File: src/rtl/unary_add_seq.sv
// Sequencer for a unary adder: streams operands as pulses, reads back ones.
// Ports: clk/rst_n, start/a_in/b_in in; busy/done/sum_out/ovf out; adder side A/B/en/read_or_write/adder_rst_n, dout/C.
module unary_add_seq #(
  parameter int W      = 4,
  parameter int RD_LEN = 32
) (
  input  logic         clk,
  input  logic         rst_n,
  input  logic         start,
  input  logic [W-1:0] a_in,
  input  logic [W-1:0] b_in,
  output logic         busy,
  output logic         done,
  output logic [W:0]   sum_out,
  output logic         ovf,
  output logic         adder_rst_n,
  output logic         A,
  output logic         B,
  output logic         en,
  output logic         read_or_write,
  input  logic         dout,
  input  logic         C
);

  localparam logic [2:0] S_IDLE  = 3'd0;
  localparam logic [2:0] S_CLR   = 3'd1;
  localparam logic [2:0] S_WR_HI = 3'd2;
  localparam logic [2:0] S_WR_LO = 3'd3;
  localparam logic [2:0] S_RD    = 3'd4;
  localparam logic [2:0] S_DONE  = 3'd5;

  localparam int         CW       = $clog2(RD_LEN + 1);
  localparam logic [CW-1:0] RD_LAST = CW'(RD_LEN - 1);
  localparam logic [W:0] ONES_MAX = '1;

  logic [2:0]    r_state;
  logic [W-1:0]  r_a_rem;
  logic [W-1:0]  r_b_rem;
  logic [W:0]    r_ones;
  logic          r_cflag;
  logic [CW-1:0] r_rd_cnt;
  logic [W:0]    r_sum;
  logic          r_ovf;
  logic          r_busy;
  logic          r_done;
  logic          r_a;
  logic          r_b;
  logic          r_en;
  logic          r_rw;

  logic [2:0]    w_nxt;
  logic [W:0]    w_ones_nxt;
  logic          w_cflag_nxt;
  logic          w_rem_nz;
  logic          w_rd_last;

  assign w_rem_nz  = (r_a_rem != '0) || (r_b_rem != '0);
  assign w_rd_last = (r_rd_cnt == RD_LAST);

  // Ones counter saturates instead of wrapping
  assign w_ones_nxt  = (dout && (r_ones != ONES_MAX))
                     ? r_ones + (W+1)'(1) : r_ones;
  assign w_cflag_nxt = r_cflag | C;

  always_comb begin
    w_nxt = r_state;
    case (r_state)
      S_IDLE:  if (start) w_nxt = S_CLR;
      S_CLR:   w_nxt = w_rem_nz ? S_WR_HI : S_RD;
      S_WR_HI: w_nxt = S_WR_LO;
      S_WR_LO: w_nxt = w_rem_nz ? S_WR_HI : S_RD;
      S_RD:    if (w_rd_last) w_nxt = S_DONE;
      S_DONE:  w_nxt = S_IDLE;
      default: w_nxt = S_IDLE;
    endcase
  end

  always_ff @(posedge clk) begin
    if (!rst_n) begin
      r_state  <= S_IDLE;
      r_a_rem  <= '0;
      r_b_rem  <= '0;
      r_ones   <= '0;
      r_cflag  <= 1'b0;
      r_rd_cnt <= '0;
      r_sum    <= '0;
      r_ovf    <= 1'b0;
      r_busy   <= 1'b0;
      r_done   <= 1'b0;
      r_a      <= 1'b0;
      r_b      <= 1'b0;
      r_en     <= 1'b0;
      r_rw     <= 1'b0;
    end else begin
      r_state <= w_nxt;
      case (r_state)
        S_IDLE: begin
          if (start) begin
            r_a_rem <= a_in;
            r_b_rem <= b_in;
            r_ones  <= '0;
            r_cflag <= 1'b0;
          end
        end
        S_WR_HI: begin
          if (r_a_rem != '0) r_a_rem <= r_a_rem - W'(1);
          if (r_b_rem != '0) r_b_rem <= r_b_rem - W'(1);
        end
        S_RD: begin
          r_ones   <= w_ones_nxt;
          r_cflag  <= w_cflag_nxt;
          r_rd_cnt <= r_rd_cnt + CW'(1);
          // Capture includes this final cycle's dout/C
          if (w_rd_last) begin
            r_sum <= w_ones_nxt;
            r_ovf <= w_cflag_nxt | (w_ones_nxt == ONES_MAX);
          end
        end
        default: ;
      endcase
      if ((w_nxt == S_RD) && (r_state != S_RD)) r_rd_cnt <= '0;
      // Outputs registered against the state being entered,
      // so they line up with r_state in the same cycle
      r_busy <= (w_nxt != S_IDLE);
      r_done <= (w_nxt == S_DONE);
      r_en   <= (w_nxt == S_WR_HI) || (w_nxt == S_WR_LO) ||
                (w_nxt == S_RD);
      r_rw   <= (w_nxt == S_RD);
      r_a    <= (w_nxt == S_WR_HI) && (r_a_rem != '0);
      r_b    <= (w_nxt == S_WR_HI) && (r_b_rem != '0);
    end
  end

  assign adder_rst_n   = rst_n & (r_state != S_CLR);
  assign busy          = r_busy;
  assign done          = r_done;
  assign sum_out       = r_sum;
  assign ovf           = r_ovf;
  assign A             = r_a;
  assign B             = r_b;
  assign en            = r_en;
  assign read_or_write = r_rw;

endmodule

File: config.mk
export PLATFORM = sky130hd
export DESIGN_NAME = unary_add_seq
export DESIGN_NICKNAME = d
export VERILOG_FILES = /design/src/rtl/unary_add_seq.sv
export SDC_FILE = /design/constraint.sdc
export NUM_CORES = 1
export LEC_CHECK = 0
export CAP_MARGIN = 20
export CORE_MARGIN = 2
export CORE_UTILIZATION = 25
export CTS_BUF_LIST = sky130_fd_sc_hd__clkbuf_4 sky130_fd_sc_hd__clkbuf_8
export DETAILED_ROUTE_END_ITERATION = 12
export PLACE_DENSITY = 0.45
export SKIP_CTS_REPAIR_TIMING = 1
export SLEW_MARGIN = 20
export SYNTH_ARGS = -nofsm -noshare
export SYNTH_HDL_FRONTEND = slang
export SYNTH_SLANG_ARGS = --single-unit
export TNS_END_PERCENT = 20
File: constraint.sdc
create_clock -name clk -period 2.3 [get_ports clk]
set_clock_uncertainty 0.1 [all_clocks]
set_input_delay 0.46 -clock clk [delete_from_list [all_inputs] [get_ports clk]]
set_output_delay 0.46 -clock clk [all_outputs]
set_load 0.005 [all_outputs]
==> run summary <==
The die covers 0.00773 sq mm. For this run, the number of Yosys warnings is 0. The run gives 35 as the count of clock tree sinks. The total of buffers placed on input and output ports came out at 25.

The endpoint identified for the worst register-to-register timing path is ovf. The path type of the worst setup path was in2out. The count of flip-flops with a built-in enable after synthesis is 0. The worst hold path begins at r_rd_cnt[1].

For flop-to-flop paths, the worst setup slack is 0.25 ns. The maximum number of pins on one net before global-route repair is 18. Across the VDD grid, the largest voltage drop is 261 uV. For the number of global-route vias before repair, the log shows 1510. The diode insertion count for antenna repair was 0; the post-detailed-route wirelength per cell was 12.4 um.

The smallest clock period supported by the final layout is computed as 2.21 ns. The estimated wirelength of the detail-placed design is 2920 um. For this run, the leading register cell type out of synthesis is sky130_fd_sc_hd__dfxtp_1.

The chip width is 87.9 um, and the maximum clock frequency is 0.452 GHz. The logic depth of the worst register-to-register path came out at 7. In the final design database the tool counted 254 nets.

The maximum fanout along the worst path came out at 2. After floorplanning, the core was divided into 30 placement rows. At the pin with the least slew margin, the transition time is 0.563 ns. The clock transition time at the flip-flop clock pins of the worst setup and hold paths was 0.07 ns; the count of pins over their slew limit was 0. The finished cells cover 0.00226 sq mm.

The core region is 0.00679 sq mm. The run gives 0.735 as the last weighted congestion value of the routability-driven placer. Across the run, the number of max-cap violations was 0. The later pin in the worst-skew pair is clocked with a latency of 0.29 ns.

The run finished with clean final reports. Counting every instance in the synthesized netlist gives 198. The global-route wire length before repair is 7090 um, and the leftover overflow at the end of global routing is 0.

The routed design has 4100 um of wire. The tools report the effective utilization at floorplan as 0.259. STA classifies the critical path endpoint as a primary output. The maximum clock path buffer count was 2; the number of design-rule violations left by the first detailed-router iteration was 71. For the part of the power in the clock network, the log shows 0.328. The fraction of power spent switching nets was 0.283; the growth of design area from synthesis to finish was 28.5%.

Hold is met by 0.375 ns. The logs give 2 for the number of levels in the clock H-tree and 1508 for the total via count after detailed routing. The number of cells on the worst hold path is 2.

The cell type with the largest total area after synthesis is sky130_fd_sc_hd__dfxtp_1. The sequential share of the synthesized area was 0.398; the remaining antenna violation count was 0. For the total CTS buffers, the log shows 5. The die is 87.9 um tall. The initial antenna violation count came out at 0.

The logs give 0.00176 sq mm for the cell area after synthesis and 0.441 for the part of the total power dissipated in sequential elements. The count of TritonRoute iterations in the first routing pass was 4. Yosys attributes the largest share of cell area to sky130_fd_sc_hd__dfxtp_1, sky130_fd_sc_hd__nor2_1, sky130_fd_sc_hd__ha_1, sky130_fd_sc_hd__nand2_1, sky130_fd_sc_hd__a21oi_1. The startpoint identified for the worst register-to-register timing path is r_ones[1].

In this run the power density over the cells is 689 mW/mm^2. After detailed placement, the total cell area comes to 0.00216 sq mm. The share of flip-flops with an asynchronous set or reset is 0, and the area fraction of the dominant cell type after synthesis is 0.398. Data on the critical path arrives at its endpoint at 1.65 ns.

Setup violations remaining at the end of the flow were counted as 0. In this run the count of I/O pins placed on the die edge is 26. Setup repair after global routing left no endpoint under its margin. For the DRC violation count after routing, the log shows 0.

Overall power of the completed layout: 1.56 mW. The overall routing resource usage was 0.118. The tightest min-delay check is of the reg2reg type.

The most instantiated library cell after synthesis was sky130_fd_sc_hd__dfxtp_1. The endpoint of the worst hold-timing path is r_rd_cnt[1]. The critical path launch point type was an input pin.

The layout cell share with drive strength beyond 1 works out to 0.145. The cell sitting at the root of the clock tree is a sky130_fd_sc_hd__clkbuf_8. The commonest cells after synthesis are sky130_fd_sc_hd__dfxtp_1, sky130_fd_sc_hd__nor2_1, sky130_fd_sc_hd__nand2_1, sky130_fd_sc_hd__a21oi_1. Cell internal power was estimated by the tool at 1.12 mW. After synthesis, the netlist uses 50 different library cells. The share of the clock period used by the worst path after layout was 0.961. TritonCTS built the clock tree. For this design the static power due to leakage is 0.835 nW. The required time of the worst setup path came out at 1.74 ns. The flip-flop and latch count after synthesis is 35, and the net count of the mapped netlist is 218.

The switching power is 441 uW, and the post-detailed-route via-to-cell ratio is 4.56. The relative slew slack was 0.623; the mean cell area of the mapped netlist was 8.90 sq um. After filler insertion, the fill cell instance count of the layout stands at 734. For the proportion of power drawn by combinational gates, the log shows 0.231.

For the final number of hold-violating endpoints, the log shows 0.
## power groups by stage
stage	logic, mW	registers [mW]	clock network [mW]
2_1_floorplan	0.243	0.684	0
3_3_place_gp	0.363	0.702	0
3_5_place_dp	0.360	0.701	0
4_1_cts	0.363	0.687	0.533
5_1_grt	0.408	0.695	0.557
6_report	0.359	0.688	0.511
## state kept, by name, summed over array words and instances (netlist names)
register / count
r_rd_cnt: 6
r_a_rem: 4
busy: 1
done: 1
read_or_write: 1
A: 1
r_cflag: 1
r_ones: 5
B: 1
sum_out: 5
r_state: 3
en: 1
ovf: 1
r_b_rem: 4
## layout make-up
cell class | instances | area [sq um] | area share
clock buffers | 8 | 104 | 0.0459
flip-flops and latches | 35 | 702 | 0.310
inverters | 8 | 30.0 | 0.0133
multi-input cells | 145 | 952 | 0.421
well taps | 96 | 120 | 0.0531
repair buffers | 39 | 355 | 0.157
## cell usage in the layout (no fill, tap or decap), types with 4 or more instances in the layout
cell type / netlist / layout
sky130_fd_sc_hd__a21oi_1: 13 / 13
sky130_fd_sc_hd__buf_4: 1 / 14
sky130_fd_sc_hd__clkbuf_8: 0 / 7
sky130_fd_sc_hd__clkdlybuf4s50_1: 0 / 25
sky130_fd_sc_hd__dfxtp_1: 35 / 34
sky130_fd_sc_hd__ha_1: 7 / 7
sky130_fd_sc_hd__inv_1: 7 / 7
sky130_fd_sc_hd__nand2_1: 18 / 18
sky130_fd_sc_hd__nand2b_1: 4 / 4
sky130_fd_sc_hd__nor2_1: 26 / 25
sky130_fd_sc_hd__nor3_1: 5 / 5
sky130_fd_sc_hd__nor3b_1: 6 / 6
sky130_fd_sc_hd__o21ai_0: 7 / 7
## through the flow
step	setup WS (ns)	utilization	setup TNS, ns	cells
floorplan	0.398	-	0	198
global placement	-0.0486	0.317	-0.115	323
detailed placement	-0.0377	0.317	-0.134	323
CTS	-0.0463	0.333	-0.0463	331
global route	0.0158	0.333	0	331
finish	0.0897	0.333	0	331
## worst max path at each step
stage	start	endpoint	slack (ns)	cells after the start
after CTS	rst_n	adder_rst_n	-0.05	4
after global placement	rst_n	adder_rst_n	-0.05	4
after global routing	r_state[2]	adder_rst_n	0.02	3
after floorplan	r_ones[0]	ovf	0.40	8
final	rst_n	adder_rst_n	0.09	4
after detailed placement	start	r_a_rem[3]	-0.04	6
## routing by layer
layer / share of wire / GRT usage / wire length, um
met3: 0.036 / 0.0283 / 149
met1: 0.50 / 0.159 / 2070
met4: 0.013 / 0.0476 / 53
met5: 0 / 0 / 0
met2: 0.45 / 0.180 / 1830
## worst max-delay path, stage by stage
cell and delay [ns]:
sky130_fd_sc_hd__clkdlybuf4s50_1 0.50, sky130_fd_sc_hd__inv_2 0.05, sky130_fd_sc_hd__nor2_2 0.12, sky130_fd_sc_hd__clkdlybuf4s50_1 0.52
## cell families (layout without fill, tap and decap cells)
logic type,Yosys count,after routing,synth area share
flip-flops,35,35,0.398
AO/OA/AOI/OAI,49,49,0.199
buffers and inverters,18,55,0.0632
AND/OR/NAND/NOR,82,82,0.255
multiplexers,1,1,0.00568
XOR/XNOR,6,6,0.0298
adder cells (fa/ha/maj),7,7,0.0497
Note: power is estimated with default switching activity, not from simulation.
